$ cat config.mk
export PLATFORM = sky130hd
export DESIGN_NAME = req_issue_queue
export DESIGN_NICKNAME = d
export VERILOG_FILES = /design/src/rtl/req_issue_queue.sv
export SDC_FILE = /design/constraint.sdc
export NUM_CORES = 1
export LEC_CHECK = 0
export CORE_UTILIZATION = 30
export CTS_CLUSTER_SIZE = 14
export DETAILED_ROUTE_END_ITERATION = 12
export HOLD_SLACK_MARGIN = 0.1
export PLACE_DENSITY = 0.6
export SLEW_MARGIN = 20
export SYNTH_ARGS = -nofsm -noshare
export SYNTH_HDL_FRONTEND = slang
export SYNTH_SLANG_ARGS = --single-unit
$ cat constraint.sdc
create_clock -name clk -period 2.15 [get_ports clk]
set_input_delay 0.3225 -clock clk [delete_from_list [all_inputs] [get_ports clk]]
set_output_delay 0.3225 -clock clk [all_outputs]
set_load 0.05 [all_outputs]
$ cat src/rtl/req_issue_queue.sv
// Upstream job queue for the fixed-latency req/ack responder: buffers tagged jobs,
// holds req across queued jobs, retires the head on each ack and flags protocol errors.
module req_issue_queue #(
  parameter int DEPTH   = 4,
  parameter int TAG_W   = 8,
  parameter int TIMEOUT = 8
) (
  input  logic                     clk,
  input  logic                     rst,
  input  logic                     in_valid,
  input  logic [TAG_W-1:0]         in_tag,
  output logic                     in_ready,
  output logic                     req,
  output logic [TAG_W-1:0]         req_tag,
  input  logic                     ack,
  output logic                     done_valid,
  output logic [TAG_W-1:0]         done_tag,
  output logic                     err_timeout,
  output logic                     err_stray,
  output logic [$clog2(DEPTH):0]   level
);

  localparam int PW = $clog2(DEPTH);
  localparam int TW = $clog2(TIMEOUT + 1);

  typedef enum logic {IDLE, BUSY} st_t;

  st_t              st, st_nxt;
  logic [TAG_W-1:0] mem [DEPTH];
  logic [PW-1:0]    wr_ptr, rd_ptr;
  logic [PW:0]      count;
  logic [TW-1:0]    tmo;
  logic             push, pop, empty, multi;

  assign empty    = (count == '0);
  assign multi    = (count >= (PW+1)'(2));
  assign in_ready = (count != (PW+1)'(DEPTH));
  assign push     = in_valid & in_ready;
  assign pop      = ack & ~empty;
  assign level    = count;

  // req looks only at occupancy and ack, so a push never reaches req in the same cycle
  assign req      = multi | (~empty & ~ack);
  assign req_tag  = empty ? '0 : mem[rd_ptr];

  always_ff @(posedge clk) begin
    if (push) mem[wr_ptr] <= in_tag;
  end

  always_ff @(posedge clk) begin
    if (rst) begin
      wr_ptr <= '0;
      rd_ptr <= '0;
      count  <= '0;
    end else begin
      if (push) wr_ptr <= wr_ptr + 1'b1;
      if (pop)  rd_ptr <= rd_ptr + 1'b1;
      case ({push, pop})
        2'b10:   count <= count + 1'b1;
        2'b01:   count <= count - 1'b1;
        default: count <= count;
      endcase
    end
  end

  always_ff @(posedge clk) begin
    if (rst) st <= IDLE;
    else     st <= st_nxt;
  end

  always_comb begin
    st_nxt = st;
    case (st)
      IDLE:    if (push) st_nxt = BUSY;
      BUSY:    if (ack && !multi && !push) st_nxt = IDLE;
      default: st_nxt = IDLE;
    endcase
  end

  // Watchdog restarts on every ack so each chained transaction gets its own budget
  always_ff @(posedge clk) begin
    if (rst) begin
      tmo <= '0;
    end else if (st == IDLE || ack) begin
      tmo <= '0;
    end else if (tmo != TW'(TIMEOUT)) begin
      tmo <= tmo + 1'b1;
    end
  end

  always_ff @(posedge clk) begin
    if (rst) begin
      err_timeout <= 1'b0;
      err_stray   <= 1'b0;
      done_valid  <= 1'b0;
      done_tag    <= '0;
    end else begin
      err_timeout <= err_timeout | (tmo == TW'(TIMEOUT));
      err_stray   <= err_stray | (ack & empty);
      done_valid  <= pop;
      if (pop) done_tag <= mem[rd_ptr];
    end
  end

endmodule

# ---- Yosys cells after proc, flatten, opt, wreduce, memory -nomap -nowiden
# Memories as Yosys holds them, arrays and structs flattened. A register that Yosys moved wholly into a read port is not among the register bits.
# Cells that the tools add are included.
dict set report totals {
  reg_bits 23
  mem_bits_rw 32
  input_bits 12
  output_inout_bits 24
  wordCells 47
  n_memories 1
}
dict set report classes {
  add_sub_neg 5
  order_cmp 1
  eq_ne 5
  mux 8
  bitwise_logic 10
  n_reduce_logical 8
}
# memory words word_bits rd rd_ports_with_merged_regs write_ports line
set mem_list {}
lappend mem_list {mem 4 8 1 1 1 29} ;# logic [TAG_W-1:0] mem [DEPTH];
# op count
set op_table {}
lappend op_table {{$mux 8} 1}
lappend op_table {{$pmux 3 s2} 1}
lappend op_table {{$add 2x1->2 const B} 2}
lappend op_table {{$add 4x1->4 const B} 1}
lappend op_table {{$and 1x1->1} 4}
lappend op_table {{$eq 4x4->1 const B} 1}
lappend op_table {{$mux 2} 2}
lappend op_table {{$ne 4x4->1 const B} 1}
lappend op_table {{$add 3x1->3 const B} 1}
lappend op_table {{$ge 3x2->1 const B} 1}
lappend op_table {{$logic_not 3->1} 1}
lappend op_table {{$mux 1} 3}
lappend op_table {{$ne 3x3->1 const B} 1}
lappend op_table {{$not 1->1} 3}
lappend op_table {{$or 1x1->1} 3}
lappend op_table {{$sub 3x1->3 const B} 1}
lappend op_table {{$eq 2x1->1 const B} 1}
lappend op_table {{$eq 2x2->1 const B} 1}
lappend op_table {{$logic_and 1x1->1} 2}
lappend op_table {{$logic_not 1->1} 2}
lappend op_table {{$pmux 1 s2} 1}
lappend op_table {{$reduce_bool 2->1} 1}
lappend op_table {{$reduce_or 2->1} 1}
lappend op_table {{$logic_or 1x1->1} 1}

# ---- Logic depth before layout (Yosys ltp)
# Gate-level depths: netlist (run 1).
dict set report depth {
  ltp_word 6
  depth_mapped 9
  depth_no_buf 9
}

# ---- Worst setup path before layout (run 1)
# Ideal clock, no wire load.
dict set report synth_timing {
  kind {flip-flop to flip-flop}
  startpoint {register count[2], in the netlist level[2]}
  endpoint {register count[2], in the netlist level[2]}
  setup_ns 0.070
  arrival_time_ns 2.538
  required_ns 2.080
  slack_ns -0.459
  path_stages_with_launch 10
  n_path_buf 0
  synth_period_minus_slack_ns 2.609
  path_cell_list {dfxtp_1 nor3b_2 inv_2 nand2_1 ha_1 inv_1 fa_1 xor2_1 or3_1 a21oi_1}
}
dict set report synth_between {
  word_cells_on_any_way 11
  cone_classes {add/sub: 2; eq/ne: 3; mux: 1; bitwise: 3; reduce/logical: 2}
}
# item line
set synth_lines {}
lappend synth_lines {{start: declaration} 31} ;# logic [PW:0] count;
lappend synth_lines {{start signal: assignment} 59} ;# 2'b10: count <= count + 1'b1;
lappend synth_lines {{start signal: assignment} 60} ;# 2'b01: count <= count - 1'b1;
lappend synth_lines {{start signal: assignment} 61} ;# default: count <= count;
lappend synth_lines {{$ne 3x3->1 (*)} 37} ;# assign in_ready = (count != (PW+1)'(DEPTH));
lappend synth_lines {{net in_ready} 12} ;# output logic in_ready,
lappend synth_lines {{$and 1x1->1 (*)} 38} ;# assign push = in_valid & in_ready;
lappend synth_lines {{$eq 2x1->1 / $eq 2x2->1 (equally long branches)} 58} ;# case ({push, pop})
lappend synth_lines {{$pmux 3 s2 / $reduce_bool 2->1 (equally long branches)} --}
# The timed path passes the listed nets; every way through them passes the cells marked *.
# A chain may end at the register's enable or synchronous reset.

==> results of run 1 <==
through the flow:
stage / TNS (ns) / std cells / power, mW / area, um^2 / util (%)
2_1_floorplan: -0.2107 / 174 / 2.703 / 2290 / -
3_3_place_gp: -0.06515 / 315 / 3.334 / 2813 / 38.57
5_1_grt: 0 / 331 / 4.645 / 3047 / 41.78
3_5_place_dp: -0.1053 / 315 / 3.351 / 2813 / 38.57
6_report: 0 / 331 / 4.414 / 3047 / 41.78
4_1_cts: 0 / 331 / 4.441 / 3033 / 41.59
cells by family (layout without fill, tap and decap cells):
group | Yosys count | count (layout)
xor+xnor | 5 | 5
mux | 9 | 9
simple gates | 52 | 52
flops | 57 | 57
fa+ha+maj | 8 | 8
buf+inv | 19 | 77
compound gates | 24 | 24
layer usage:
metal  GRT usage (%)  up-vias  wire (um)
met5               0        -          0
met4           5.628        0         69
met3           5.263        6        248
li1                -      719          -
met2           19.43       33       1972
met1           14.78      706       1878
where the power goes:
group          leakage (nW)  internal, mW  switching, mW
Combinational         0.491         0.715           1.21
Clock                 0.103         0.656          0.436
Sequential            0.499          1.32         0.0780
Total                  1.09          2.69           1.73
cells in the mapped netlist (all sizes together):
cell	count	area share (%)
mux4	8	7.9
o21ai	5	1.1
fa	1	0.88
nor2	11	1.8
nand2	18	3.0
inv	14	2.3
clkbuf	3	0.55
nand2b	1	0.27
nand3	4	0.88
a21oi	17	3.7
o31ai	2	1.3
edfxtp	32	42
and3	4	1.1
ha	7	3.8
dfxtp	25	22
nor2b	8	2.2
buf	2	0.82
nor3	1	0.44
or3	2	0.55
xnor2	2	0.77
nand3b	2	0.66
xor2	3	1.1
mux2i	1	0.44
nor3b	1	0.55
area by class of cell:
type / instances / area share [%]
Clock buffer: 10 / 4.189
Clock inverter: 6 / 3.039
Inverter: 14 / 1.725
Multi-Input combinational cell: 98 / 24.68
Sequential cell: 57 / 48.09
Tap cell: 99 / 4.066
Timing Repair Buffer: 47 / 14.21
worst min-delay path: stages, from the launching register on:
cell	delay, ns
dfxtp_1	0.31
inv_1	0.05
a21oi_1	0.05
cells in the final DEF (no fill, tap or decap), drive strengths merged:
cell type / n
edfxtp: 32
clkdlybuf4s50: 25
dfxtp: 25
buf: 21
nand2: 18
a21oi: 17
inv: 14
nor2: 11
clkbuf: 10
mux4: 8
nor2b: 8
ha: 7
o21ai: 5
and3: 4
nand3: 4
xor2: 3
or3: 2
xnor2: 2
nand3b: 2
bufinv: 2
clkinvlp: 2
clkinv: 2
o31ai: 2
nor3: 1
nor3b: 1
nand2b: 1
mux2i: 1
fa: 1
dlymetal6s2s: 1
state kept, by name, indices dropped and copies added (netlist names), named ones only:
register	flops
done_tag	8
st	1
err_timeout	1
mem	32
level	3
wr_ptr	2
rd_ptr	2
done_valid	1
err_stray	1
tmo	4
worst min-delay path by stage:
stage                                   from                       end  slack [ns]  cells after the start
finish                err_timeout$_SDFF_PP0_    err_timeout$_SDFF_PP0_        0.44                      2
global route        done_tag[6]$_SDFFE_PP0P_  done_tag[6]$_SDFFE_PP0P_        0.47                      2
CTS                   err_timeout$_SDFF_PP0_    err_timeout$_SDFF_PP0_        0.45                      2
detailed placement    err_timeout$_SDFF_PP0_    err_timeout$_SDFF_PP0_        0.44                      2
global placement      err_timeout$_SDFF_PP0_    err_timeout$_SDFF_PP0_        0.44                      2
floorplan                          in_tag[0]       mem[0][0]$_DFFE_PP_        0.42                      0
==> impl_results.md, run 1 <==
* Post-CTS sizing at 0
* Worst Path Max Fanout at 8
* CTS H-tree lvls at 3
* Post-Place Worst Slack at -0.1053 ns
* Vias per cell at 4.423
* Crit end category: primary output
* Core box area at 7292 um^2
* Fraction of layout cells with a size suffix above 1 at 23.28%
* RSZ-0062 raised after global routing: false
* Mean Syn Cell Area at 13.14 um^2
* Die area at 7973 um^2
* Worst reg2reg setup slack at 0.17 ns
* GRT overflow at 0
* Least-Margin Pin Slew at 0.4963 ns
* Synth warn at 0
* CP delay by family, top: multiplexers
* Mux contribution to synthesized area at 8.320%
* Clk_skew at 0.007624 ns
* Die Y at 89.29 um
* Vias in the first global route at 1484
* Peak VDD IR at 0.3636 mV
* Final-report max-slew violation count at 0
* Initial Utilization at 31.35%
* Setup crit start kind: flop
* Hold Path Class: flop to flop
* Fmax at 483.1 MHz
* Critical Path Sink: req_tag[5]
* Setup WS post-layout at 0.08023 ns
* Row cnt at 31
* DRT iter0 DRCs at 45
* NumNets Final at 247
* Slowest Stage Delay on Critical Path at 0.56 ns
* Critical R2R Launch: level[1]$_SDFFE_PP0P_
* Register area share after synthesis at 63.93%
* Hold buffer count at CTS at 0
* Largest net degree at the start of global routing at 15
* Unique masters post-synth at 29
* Final period utilization at 96.27%
* Status: completed
* DRT Wirelength at 4169 um
* CP Buf/Inv Count at 2
* Largest family of logic cells by synthesized area: simple AND/OR/NAND/NOR gates
* R2r worst-path depth at 9
* Syn Inst Count at 174
* Router iterations before antenna repair at 4
* Min Hold Slack at 0.4446 ns
* Post-synthesis compound-gate area fraction at 6.076%
* Latest clock arrival within the worst-skew pair at 0.33 ns
* Register Area at 1465 um^2
* Postcts setup bufs at 0
* I/O pin count at 36
* Multi-input logic area at 752.0 um^2
* Total clock buffers created by CTS at 9
* Avg WL per Cell at 12.60 um
* CP Cell Sequence: buf_4 > mux4_2 > nor2b_1 > buf_4
* Crit Path Class: flop to primary output
* Final GP Congestion at 0.7064
* CTS Sinks at 57
* Routed Antenna Nets at 0
* Post-Syn Area at 2286 um^2
* Setup violations, final at 0
* Root buffer cell: clkbuf_8
* CP max stage cell: mux4_2
* Global Route Usage Sum at 12.36%
* Pwr/cell area at 1449 nW/um^2
* Final antenna diode count at 0
* Width of the die at 89.29 um
* Syn_nets at 194
* Simple-Gate Fraction of Synth Area at 11.38%
* Global-route wire length before repair at 7017 um
* RR Endpoint: level[2]$_SDFFE_PP0P_
* Slew HR at 66.81%
* Port bufs at 35
* Crit path DAT at 1.75 ns
* Adder-Cell Fraction of Synth Area at 4.707%
* Xor and xnor area share after synthesis at 1.916%
* Crit-path most repeated cell: buf_4
* CTS tree: built
* Req. time, crit path at 1.83 ns
* MaxCap Viol Count at 0
* Via count at 1464
* P_leak at 1.093 nW
* Final min period at 2.070 ns
* Post-route DRC at 0
* Synth Register Bits at 57
* Synth-to-layout area growth at 33.28%
* Clk pin slew, worst setup/hold paths at 0.06 ns
* Dpl hpwl at 2993 um
* Stages on worst setup path at 4
* Initial antenna violation count at 0
* Hold Violations, Final at 0
* Filler Cells Inserted at 715
* Clock Tree Buf Depth at 2
(Power assumes the default switching activity.)
==> run 2, diff against run 1 <==
Settings changed: ABC_AREA set to 1.
==> run 2 against run 1 <==
Sequential power about the same. Sequential share of layout area decreased by 3.7 points. Non-clock buffer count decreased by 4. Total power increased by 4.4%. Register-to-register slack improved by 0.18 ns. Clock power decreased by 24%. Worst hold slack improved by 0.0056 ns. Fmax increased by 0.86%. Die area increased by 12%. Clock-buffer cell count decreased by 1. Core utilization decreased by 1.6 points.
==> impl_results.md, run 2 <==
* Top-count cell post-synth: nand2_1
* Hold Violations, Final at 0 (unchanged)
* Hold path endpoint: err_stray$_SDFF_PP0_
* Vias in the first global route at 1838 (+24%)
* Register Area at 1465 um^2 (unchanged)
* Post-Syn Area at 2556 um^2 (+12%)
* NumNets Final at 358 (+45%)
* Met2 usage at 20.95% (+1.5 points)
* Postcts setup bufs at 0 (unchanged)
* Avg WL per Cell at 11.25 um (-11%)
* Max reg flops at 32 (unchanged)
* Post-synth EDFFs at 32 (unchanged)
* Hold Crit Depth at 2 (unchanged)
* Fmax at 487.3 MHz (+0.86%)
* Switching pwr at 2.007 mW (+16%)
* Core box area at 8217 um^2 (+13%)
* Final antenna diode count at 0 (unchanged)
* Multi-input logic area at 793.3 um^2 (+5.5%)
* P_leak at 1.448 nW (+33%)
* Largest registers: mem (32), done_tag (8), tmo (4)
* Logic gate share of total power at 51.4% (+7.8 points)
* Die area at 8893 um^2 (+12%)
* Register area share after synthesis at 57.17% (-6.8 points)
* CTS H-tree lvls at 3 (unchanged)
* Synth cell count leaders: nand2_1 (72), inv_1 (62), edfxtp_1 (32)
* Worst Path Max Fanout at 9 (+1)
* Final GP Congestion at 0.7838 (+11%)
* Largest area contributor in the netlist: edfxtp_1
* Largest family of logic cells by synthesized area: simple AND/OR/NAND/NOR gates
* Initial antenna violation count at 0 (unchanged)
* Setup violations, final at 0 (unchanged)
* Initial Utilization at 31.11% (-0.24 points)
* Post-route DRC at 0 (unchanged)
* Unique masters post-synth at 23 (-21%)
* Grt peak-use layer: met2
* Synth-to-layout area growth at 29.03%
* Adder-Cell Fraction of Synth Area at 4.209% (-0.50 points)
* Final-report max-slew violation count at 0 (unchanged)
* Pwr/cell area at 1397 nW/um^2 (-3.6%)
* Global-route wire length before repair at 8369 um (+19%)
* Cell area after placement at 3126 um^2 (+11%)
* Crit Path Class: flop to primary output
* Fraction of layout cells with a size suffix above 1 at 13.41% (-9.9 points)
* Latest clock arrival within the worst-skew pair at 0.34 ns (about the same)
* RR Endpoint: level[2]$_SDFFE_PP0P_
* Xor and xnor area share after synthesis at 0.3426% (-1.6 points)
* Peak VDD IR at 0.5966 mV (+64%)
* Pint at 2.600 mW (-3.3%)
* Vias per cell at 4.154 (-6.1%)
* CTS Sinks at 57 (unchanged)
* DRT Wirelength at 5041 um (+21%)
* Critical R2R Launch: level[0]$_SDFFE_PP0P_
* Dpl hpwl at 3457 um (+15%)
* Syn Inst Count at 292 (+68%)
* Global Route met3 Usage at 4.854% (-0.41 points)
* Status: completed
* Clock share of power at 17.9% (-6.8 points)
* Root buffer cell: clkbuf_8
* Commonest non-fill, non-tap cell in the layout: nand2_1
* Syn_nets at 312 (+61%)
* Clk_skew at 0.007867 ns (+0.0002435 ns)
* Mux contribution to synthesized area at 0% (-8.3 points)
* Setup crit start kind: flop
* Via count at 1861 (+27%)
* Non-Filler Instances at 448 (+35%)
* Mean Syn Cell Area at 8.754 um^2 (-33%)
* Primary FF master, synth: edfxtp_1
* Crit end category: primary output
* Req. time, crit path at 1.83 ns (about the same)
* Router iterations before antenna repair at 5 (+1)
* MaxCap Viol Count at 0 (unchanged)
* Fin area at 3298 um^2 (+8.3%)
* Most frequent cells in the layout: nand2_1 (72), inv_1 (62), edfxtp_1 (32), nor2_1 (26), clkdlybuf4s50_1 (26)
* Synth area leaders: edfxtp_1 (38%), dfxtp_1 (20%), nand2_1 (11%), inv_1 (9.1%), nand3_1 (4.3%)
* Largest net degree at the start of global routing at 21 (+6)
* Die Y at 94.31 um (+5.6%)
* Reg with most FFs: mem
* Filler Cells Inserted at 805 (+13%)
* Switch share at 43.56% (+4.5 points)
* Port bufs at 35 (unchanged)
* Final period utilization at 95.45% (-0.82 points)
* Hold path start: err_stray$_SDFF_PP0_
* Total clock buffers created by CTS at 9 (unchanged)
* Global Route Usage Sum at 12.98% (+0.61 points)
* Crit path DAT at 1.73 ns (-0.02 ns)
* Synth top area share at 37.59% (-4.4 points)
* Final min period at 2.052 ns (-0.01758 ns)
* Post-synth ARST share at 0% (unchanged)
* GRT overflow at 0 (unchanged)
* Clk pin slew, worst setup/hold paths at 0.07 ns (about the same)
* I/O pin count at 36 (unchanged)
* GR Util met1 at 15.07% (+0.29 points)
* Simple-Gate Fraction of Synth Area at 21.15% (+9.8 points)
* Clock Tree Buf Depth at 2 (unchanged)
* Post-synthesis compound-gate area fraction at 5.042% (-1.0 points)
* Routed Antenna Nets at 0 (unchanged)
* Least-Margin Pin Slew at 0.5156 ns (+0.01935 ns)
* Placed cell count at 432 (+37%)
* Worst reg2reg setup slack at 0.35 ns (+0.18 ns)
* Hold Path Class: flop to flop
* R2r worst-path depth at 12 (+3)
* Row cnt at 33 (+6.5%)
* Width of the die at 94.31 um (+5.6%)
* Synth Register Bits at 57 (unchanged)
* Slew HR at 65.52% (-1.3 points)
* CTS tree: built
* Synth warn at 0 (unchanged)
* Seq pwr share at 30.7% (-0.9 points)
* DRT iter0 DRCs at 69 (+53%)
run 2: changes by cell type in the layout (fill, tap and decap cells not counted), sizes merged, moves of 4 or more:
cell	change
nor2b	-8
nand2	+58
nor2	+16
and3	-4
buf	-4
mux4	-8
inv	+49
nand3	+19
run 2: worst max path at each step:
| stage | slack (ns) | start | cells past startpoint | end |
|---|---|---|---|---|
| final | 0.1 | level[0]$_SDFFE_PP0P_ | 5 | req_tag[7] |
| after global placement | 0.18 | ack | 12 | level[2]$_SDFFE_PP0P_ |
| after detailed placement | 0.15 | ack | 12 | level[2]$_SDFFE_PP0P_ |
| after floorplan | 0.003 | level[0]$_SDFFE_PP0P_ | 12 | level[2]$_SDFFE_PP0P_ |
| after global routing | -0.004 | level[0]$_SDFFE_PP0P_ | 5 | req_tag[2] |
| after CTS | -0.01 | level[0]$_SDFFE_PP0P_ | 5 | req_tag[1] |
run 2: cell families after synthesis:
kind of cell,after synthesis
simple gates,129
buf+inv,72
flops,57
compound gates,25
fa+ha+maj,8
xor+xnor,1
run 2: cell type report:
cell class | count | share of cell area, %
flip-flops and latches | 57 | 44.42
clock inverters | 7 | 1.138
inverters | 64 | 7.473
multi-input cells | 163 | 24.05
well taps | 105 | 3.983
clock buffers | 9 | 3.756
repair buffers | 43 | 15.17
run 2: worst max-delay path, cell delays in order (launching register included):
cell	delay (ns)
dfxtp_2	0.32
inv_1	0.11
nand2_2	0.17
clkinvlp_4	0.24
a21oi_1	0.35
buf_12	0.19
run 2: through the flow:
step,setup WS [ns],TNS [ns],power [mW],util [%],hold WS (ns)
final,0.09781,0,4.607,40.14,0.4502
after global routing,-0.003962,-0.003962,4.877,40.14,0.4665
after CTS,-0.01341,-0.02674,4.634,40.00,0.4543
after detailed placement,0.1534,0,3.799,38.04,0.4437
after global placement,0.1846,0,3.777,38.04,0.4409
after floorplan,0.003462,0,2.889,-,0.4214
run 2: timing repair:
item / in CTS / in global routing
hold buffers: 0 / 0
resized for setup: 0 / 3
endpoints found under the setup margin: 2 / 8
run 2: per-layer routing:
layer	vias up	share of wire, %
met5	-	0
met4	0	1.6
met3	6	6.3
met2	39	47
met1	827	45
li1	989	-
run 2: power groups by stage:
stage | clock network [mW] | logic, mW | registers (mW)
5_1_grt | 0.902 | 2.54 | 1.44
6_report | 0.823 | 2.37 | 1.41
4_1_cts | 0.851 | 2.37 | 1.42
3_5_place_dp | 0 | 2.36 | 1.44
2_1_floorplan | 0 | 1.17 | 1.72
3_3_place_gp | 0 | 2.34 | 1.44
